**src/rtl/and_assign_pkg.sv**
```systemverilog
// Shared constants for the and_assign block.
package and_assign_pkg;

  localparam int unsigned CNT_W_DEF = 8;

  // Truncate to the counter width to get an all-ones value of any legal width.
  localparam logic [31:0] ALL_ONES = 32'hFFFF_FFFF;

endpackage

```
**src/rtl/and_assign_sat_counter.sv**
```systemverilog
// Saturating up-counter with synchronous clear and sticky saturation flag.
module sat_counter
  import and_assign_pkg::*;
#(
  parameter int unsigned W = CNT_W_DEF
) (
  input  logic         clk,
  input  logic         rst_n,
  input  logic         clr,
  input  logic         inc,
  output logic [W-1:0] cnt,
  output logic         sat
);

  localparam logic [W-1:0] MAX = W'(ALL_ONES);

  logic [W-1:0] cnt_d, cnt_q;
  logic         sat_d, sat_q;

  // Next count: clear wins over increment; hold at all-ones.
  always_comb begin
    cnt_d = cnt_q;
    sat_d = sat_q;
    if (clr) begin
      cnt_d = '0;
      sat_d = 1'b0;
    end else begin
      if (inc && (cnt_q != MAX)) begin
        cnt_d = cnt_q + W'(1);
      end
      if (cnt_d == MAX) begin
        sat_d = 1'b1;
      end
    end
  end

  // Counter and flag registers.
  always_ff @(posedge clk or negedge rst_n) begin
    if (!rst_n) begin
      cnt_q <= '0;
      sat_q <= 1'b0;
    end else begin
      cnt_q <= cnt_d;
      sat_q <= sat_d;
    end
  end

  assign cnt = cnt_q;
  assign sat = sat_q;

endmodule

```
**src/rtl/and_assign.sv**
```systemverilog
// Combinational AND with registered copy, edge pulses and a high-cycle counter.
module and_assign
  import and_assign_pkg::*;
#(
  parameter int unsigned CNT_W = CNT_W_DEF
) (
  input  logic             clk,
  input  logic             rst_n,
  input  logic             a,
  input  logic             b,
  input  logic             clr,
  output logic             y,
  output logic             y_q,
  output logic             y_rise,
  output logic             y_fall,
  output logic [CNT_W-1:0] hi_cnt,
  output logic             hi_sat
);

  logic y_d;

  // Zero-latency AND path, independent of clock and reset.
  assign y = a & b;

  // Registered copy of y and its one-cycle-delayed history.
  always_ff @(posedge clk or negedge rst_n) begin
    if (!rst_n) begin
      y_q <= 1'b0;
      y_d <= 1'b0;
    end else begin
      y_q <= y;
      y_d <= y_q;
    end
  end

  assign y_rise = y_q & ~y_d;
  assign y_fall = ~y_q & y_d;

  sat_counter #(
    .W (CNT_W)
  ) u_sat_counter (
    .clk   (clk),
    .rst_n (rst_n),
    .clr   (clr),
    .inc   (y),
    .cnt   (hi_cnt),
    .sat   (hi_sat)
  );

endmodule

```
**config.mk**
```make
export PLATFORM = sky130hd
export DESIGN_NAME = and_assign
export DESIGN_NICKNAME = d
export VERILOG_FILES = /design/src/rtl/and_assign_pkg.sv /design/src/rtl/and_assign_sat_counter.sv /design/src/rtl/and_assign.sv
export SDC_FILE = /design/constraint.sdc
export NUM_CORES = 1
export LEC_CHECK = 0
export BUFFER_PORTS_ARGS = -buffer_cell sky130_fd_sc_hd__clkbuf_2
export CORE_UTILIZATION = 53
export DETAILED_ROUTE_END_ITERATION = 10
export PLACE_DENSITY = 0.89
export SKIP_CTS_REPAIR_TIMING = 1
export SLEW_MARGIN = 30
export SYNTH_ARGS = -nofsm -noshare
export SYNTH_HDL_FRONTEND = slang
export SYNTH_SLANG_ARGS = --single-unit
```
**constraint.sdc**
```tcl
create_clock -name clk -period 5.2 [get_ports clk]
set_clock_uncertainty 0.1 [all_clocks]
set_input_delay 0.26 -clock clk [delete_from_list [all_inputs] [get_ports clk]]
set_output_delay 0.26 -clock clk [all_outputs]
set_load 0.1 [all_outputs]
```
==> impl_metrics.env, run 1 <==
export IMPL_synth_edff_count=0
export IMPL_clk_path_buf_depth=2
export IMPL_vdd_drop_max_mv=0.147
export IMPL_power_density_nw_per_um2=222
export IMPL_synthArstFlopShare_pct=100
export IMPL_synth_common_cells="11 x dfrtp_1, 9 x nand2_1, 7 x nor2_1"
export IMPL_cp_data_arrival_time_ps=2050
export IMPL_synthCells=70
export IMPL_slew_viol_final=0
export IMPL_worst_slew_pin_slew_ps=543
export IMPL_hp_start="clr"
export IMPL_die_w_microns=38.1
export IMPL_crit_type="flop to flop"
export IMPL_dr_pass1_iters=4
export IMPL_hold_viol=0
export IMPL_required_ps=5270
export IMPL_whs_path_depth=2
export IMPL_area_growth_pct=18.1
export IMPL_drive_above_1_share_pct=32.6
export IMPL_worstPathMaxFanout=7
export IMPL_slowest_stage="dfrtp_1"
export IMPL_final_nets=96
export IMPL_synth_ff_type="dfrtp_1"
export IMPL_cts_buffers=3
export IMPL_status="finished clean"
export IMPL_period_needed_ps=1980
export IMPL_power_total_uw=181
export IMPL_worst_path_largest_cell_delay_ps=440
export IMPL_synth_top_cell_by_area="dfrtp_1"
export IMPL_grt_pass1_wl_mm=2.18
export IMPL_grt_max_degree=13
export IMPL_yosys_area_top_type_share_pct=39.9
export IMPL_yosysMostFrequentCell="dfrtp_1"
export IMPL_yosys_warnings=0
export IMPL_multi_input_area_sq_um=394
export IMPL_cp_startpoint="u_sat_counter.cnt[0]$_DFF_PN0_"
export IMPL_highest_layer="met4"
export IMPL_num_antenna_cells=0
export IMPL_synth_fp_nets=76
export IMPL_synth_cell_types=33
export IMPL_dieArea_sq_um=1450
export IMPL_antenna_found_initial=0
export IMPL_cpLargestDelayFamily="compound AO/OA/AOI/OAI gates"
export IMPL_grt_pass1_vias=520
export IMPL_hpwl_mm=1.07
export IMPL_n_fill_cell=98
export IMPL_cp_depth=5
export IMPL_syn_cell_area_sq_um=691
export IMPL_worstSetupEndpointType="flop"
export IMPL_synth_seq_area_share_pct=39.9
export IMPL_grt_total_usage_pct=22.6
export IMPL_setup_viol=0
export IMPL_grt_overflow=0
export IMPL_vias_per_cell=5.78
export IMPL_path_cells="ha_1, nand2_1, o21ai_2, mux2_2, o41ai_2"
export IMPL_cts_tree="yes"
export IMPL_rsz0062_at_grt="no"
export IMPL_antenna_left=0
export IMPL_yosys_top_cells_area="dfrtp_1 40%, mux2i_1 5.8%, nand2_1 4.9%, a2111oi_4 4.0%, nor2_1 3.8%"
export IMPL_gp_congestion=0.938
export IMPL_placementRows=12
export IMPL_cp_start_kind="flop"
export IMPL_wl_per_cell_microns=13.3
export IMPL_via_count=595
export IMPL_post_route_drc_count=0
export IMPL_clock_fmax_mhz=505
export IMPL_period_share_pct=38.1
export IMPL_p_leak_nw=0.400
export IMPL_clkTransAtPathRegs_ps=70
export IMPL_maxCapViolCount=0
export IMPL_rr_startpoint="u_sat_counter.cnt[0]$_DFF_PN0_"
export IMPL_ff_latch_area_sq_um=275
export IMPL_io_pins=18
export IMPL_avgSynthCellArea_sq_um=9.87
export IMPL_hold_class="primary input to flop"
export IMPL_drtIter0Drc=21
export IMPL_setup_tns_ps=0
export IMPL_clk_latency_ps=270
export IMPL_htreeDepth=1
export IMPL_rr_worst_depth=5
export IMPL_max_slew_margin_rel_pct=64.0
export IMPL_portBuffers=17
export IMPL_ys_ff_latch=11
export IMPL_core_area_sq_um=1160
export IMPL_cts_sinks=11
export IMPL_critPathBufInv=0
export IMPL_met2WireLength_microns=684
export IMPL_wirelength_mm=1.37
export IMPL_die_h_microns=38.1
export IMPL_root_buffer="clkbuf_4"
export IMPL_wl_met3_microns=56
export IMPL_start_util_pct=59.7
export IMPL_wl_met1_microns=610
## per-layer routing
layer | global-route usage, % | vias up
met5 | 0 | -
met4 | 10.7 | 0
met3 | 3.49 | 4
met2 | 39.0 | 18
met1 | 27.0 | 280
li1 | - | 293
## state kept, by name, summed over array words and instances (netlist names)
register / cells
u_sat_counter.sat: 1
u_sat_counter.cnt: 8
y_d: 1
y_q: 1
## final cells by class
type,count,share of cell area (%)
sequential,11,33.7
tap,14,2.15
timing repair buffer,18,11.7
multi-input combinational,54,48.3
inverter,2,0.920
clock buffer,4,3.22
## stage by stage
| step | utilization (%) | std cells | hold slack (ps) | area, sq um | setup WS (ps) |
|---|---|---|---|---|---|
| finish | 70.6 | 103 | 211 | 816 | 3220 |
| global route | 70.6 | 103 | 218 | 816 | 3090 |
| CTS | 69.7 | 102 | -236 | 806 | 3200 |
| detailed placement | 67.4 | 98 | 51.6 | 779 | 3220 |
| global placement | 67.4 | 98 | 50.2 | 779 | 3300 |
| floorplan | - | 70 | -136 | 691 | 2470 |
## logic make-up (layout without fill, tap and decap cells)
kind of cell | after synthesis | count (layout) | synth area share [%]
flip-flops | 11 | 11 | 39.9
multiplexers | 5 | 5 | 7.43
XOR/XNOR | 2 | 2 | 2.54
AND/OR/NAND/NOR | 35 | 35 | 30.3
adder cells (fa/ha/maj) | 1 | 1 | 1.81
buffers and inverters | 5 | 24 | 3.08
AO/OA/AOI/OAI | 11 | 11 | 15.0
## final timing paths
| kind | to | slack, ps |
|---|---|---|
| max | u_sat_counter.sat$_DFFE_PN0P_ | 3220 |
| min | u_sat_counter.cnt[3]$_DFF_PN0_ | 210 |
| max reg2reg | u_sat_counter.sat$_DFFE_PN0P_ | 3220 |
| min reg2reg | y_d$_DFF_PN0_ | 330 |
| max in group asynchronous | u_sat_counter.cnt[0]$_DFF_PN0_ | 4490 |
| min in group asynchronous | u_sat_counter.cnt[2]$_DFF_PN0_ | 290 |
## where the power goes
| group | internal, mW | switching, mW |
|---|---|---|
| logic | 0.00635 | 0.0271 |
| clock network | 0.0297 | 0.0285 |
| registers | 0.0873 | 0.00209 |
## cells in the final DEF (no fill, tap or decap), types with 2 or more instances in the layout
master    Yosys  final
inv_1         2      2
nand2_1       9      9
clkbuf_4      0      3
nand2b_1      2      2
a21oi_1       3      3
dfrtp_1      11     11
clkbuf_2      1     17
nor2_1        7      7
nor2b_1       2      2
and4_1        2      2
nand3_1       4      4
mux2i_1       4      4
and3_1        2      2
## worst register-to-register path: stages, from the launching register on
cell	delay [ps]
dfrtp_1	440
ha_1	330
nand2_1	120
o21ai_2	230
mux2_2	370
o41ai_2	310
Power figures use the tool's default switching activity.
==> run 2, diff against run 1 <==
--- a/config.mk
+++ b/config.mk
@@ -6,9 +6,9 @@
 export NUM_CORES = 1
 export LEC_CHECK = 0
 export BUFFER_PORTS_ARGS = -buffer_cell sky130_fd_sc_hd__clkbuf_2
-export CORE_UTILIZATION = 53
+export CORE_UTILIZATION = 50
 export DETAILED_ROUTE_END_ITERATION = 10
-export PLACE_DENSITY = 0.89
+export PLACE_DENSITY = 0.85
 export SKIP_CTS_REPAIR_TIMING = 1
 export SLEW_MARGIN = 30
 export SYNTH_ARGS = -nofsm -noshare
==> constraint.sdc (replaced) <==
create_clock -name clk -period 2.1 [get_ports clk]
set_clock_uncertainty 0.1 [all_clocks]
set_input_delay 0.105 -clock clk [delete_from_list [all_inputs] [get_ports clk]]
set_output_delay 0.105 -clock clk [all_outputs]
set_load 0.1 [all_outputs]
==> run 2 against run 1 <==
Against the previous run:
- design area grew 4.1%
- cell count is 0.97% higher
- global-route usage rose by 1.4 points
- largest power group unchanged
- highest routed layer unchanged
==> impl_metrics.env, run 2 (synthesis results as in run 1) <==
export IMPL_fin_cells=104
export IMPL_via_count=588
export IMPL_root_buffer="clkbuf_4"
export IMPL_period_share_pct=93.3
export IMPL_htreeDepth=1
export IMPL_io_pins=18
export IMPL_holdWs_ps=48.3
export IMPL_slew_viol_final=0
export IMPL_antenna_found_initial=0
export IMPL_required_ps=2180
export IMPL_drive_above_1_share_pct=44.9
export IMPL_vias_per_cell=5.65
export IMPL_hpwl_mm=1.09
export IMPL_die_w_microns=39.2
export IMPL_seqPwrFrac_pct=49.4
export IMPL_hold_class="primary input to flop"
export IMPL_grt_pass1_vias=510
export IMPL_antenna_left=0
export IMPL_final_cell_mix="17 x clkbuf_2, 9 x nand2_1, 7 x nor2_1, 6 x dfrtp_4"
export IMPL_drtIter0Drc=15
export IMPL_post_route_drc_count=0
export IMPL_worst_path_largest_cell_delay_ps=510
export IMPL_status="finished clean"
export IMPL_setup_viol=0
export IMPL_worst_slew_pin_slew_ps=543
export IMPL_power_density_nw_per_um2=534
export IMPL_wirelength_mm=1.46
export IMPL_final_common_cell="clkbuf_2"
export IMPL_power_total_uw=453
export IMPL_placementRows=13
export IMPL_cts_buffers=3
export IMPL_path_cells="ha_2, and3_1, and4bb_2, nor3_4, nand2b_4, o41ai_2"
export IMPL_p_int_uw=308
export IMPL_core_area_sq_um=1280
export IMPL_num_antenna_cells=0
export IMPL_worstSetupEndpointType="flop"
export IMPL_p_comb_share_pct=18.5
export IMPL_clkTransAtPathRegs_ps=70
export IMPL_vdd_drop_max_mv=0.439
export IMPL_grt_max_degree=13
export IMPL_switching_share_pct=32.1
export IMPL_cts_sinks=11
export IMPL_final_nets=96
export IMPL_p_clk_share_pct=32.1
export IMPL_clk_latency_ps=270
export IMPL_hold_viol=0
export IMPL_clk_path_buf_depth=2
export IMPL_gp_congestion=0.922
export IMPL_dp_cells=99
export IMPL_dieArea_sq_um=1530
export IMPL_grt_total_usage_pct=24.0
export IMPL_dr_pass1_iters=4
export IMPL_portBuffers=17
export IMPL_grt_pass1_wl_mm=2.37
export IMPL_p_leak_nw=0.384
export IMPL_cp_start_kind="flop"
export IMPL_area_growth_pct=23.0
export IMPL_clock_fmax_mhz=511
export IMPL_slowest_stage="dfrtp_4"
export IMPL_cts_tree="yes"
export IMPL_wl_per_cell_microns=14.0
export IMPL_period_needed_ps=1960
export IMPL_grt_overflow=0
export IMPL_largest_register_ffs=8
export IMPL_pre_cts_slack_ps=130
export IMPL_maxCapViolCount=0
export IMPL_die_h_microns=39.2
export IMPL_power_switching_uw=146
export IMPL_rsz0062_at_grt="no"
export IMPL_crit_type="flop to flop"
export IMPL_cp_data_arrival_time_ps=2030
export IMPL_worstPathMaxFanout=7
export IMPL_start_util_pct=53.7
export IMPL_max_slew_margin_rel_pct=63.9
export IMPL_setup_slack_ps=141
export IMPL_final_core_util_pct=66.1
==> run 2: worst paths after layout <==
| kind | from | cells past startpoint | slack (ps) | to |
|---|---|---|---|---|
| max | u_sat_counter.cnt[0]$_DFF_PN0_ | 6 | 140 | u_sat_counter.sat$_DFFE_PN0P_ |
| min | clr | 2 | 50 | u_sat_counter.cnt[3]$_DFF_PN0_ |
| max reg2reg | u_sat_counter.cnt[0]$_DFF_PN0_ | 6 | 140 | u_sat_counter.sat$_DFFE_PN0P_ |
| min reg2reg | y_q$_DFF_PN0_ | 0 | 360 | y_d$_DFF_PN0_ |
| max in group asynchronous | rst_n | 2 | 1510 | u_sat_counter.cnt[5]$_DFF_PN0_ |
| min in group asynchronous | rst_n | 2 | 140 | u_sat_counter.cnt[2]$_DFF_PN0_ |
==> run 2: through the flow <==
stage / TNS [ps] / area [sq um]
4_1_cts: 0 / 840
2_1_floorplan: -26.5 / 723
3_5_place_dp: 0 / 813
5_1_grt: 0 / 850
6_report: 0 / 850
3_3_place_gp: 0 / 813
==> run 2: power by group through the flow <==
| stage | logic, mW | registers, mW | clock network (mW) |
|---|---|---|---|
| 2_1_floorplan | 0.0406 | 0.252 | 0 |
| 3_3_place_gp | 0.0821 | 0.228 | 0 |
| 3_5_place_dp | 0.0829 | 0.228 | 0 |
| 4_1_cts | 0.0831 | 0.224 | 0.146 |
| 5_1_grt | 0.0895 | 0.225 | 0.154 |
| 6_report | 0.0841 | 0.224 | 0.145 |
==> run 2: cell type report <==
type / instances / area [sq um]
fillers: 107 / 435
multi-input cells: 54 / 402
flip-flops and latches: 11 / 300
repair buffers: 18 / 95.1
clock buffers: 4 / 26.3
well taps: 15 / 18.8
inverters: 2 / 7.51
==> run 2: routing by layer <==
metal | global-route usage (%) | share of wire [%] | up-vias
met4 | 13.8 | 2.5 | 0
li1 | - | - | 288
met2 | 35.4 | 47 | 20
met1 | 33.0 | 47 | 275
met5 | 0 | 0 | -
met3 | 3.47 | 3.8 | 5
==> run 2: critical path: cells and delay by family (launching register included) <==
family / cells / cell delay, ps
AOI/OAI and AO/OA: 1 / 190
adders and majority gates: 1 / 250
DFF: 1 / 510
and+or+nand+nor: 4 / 810
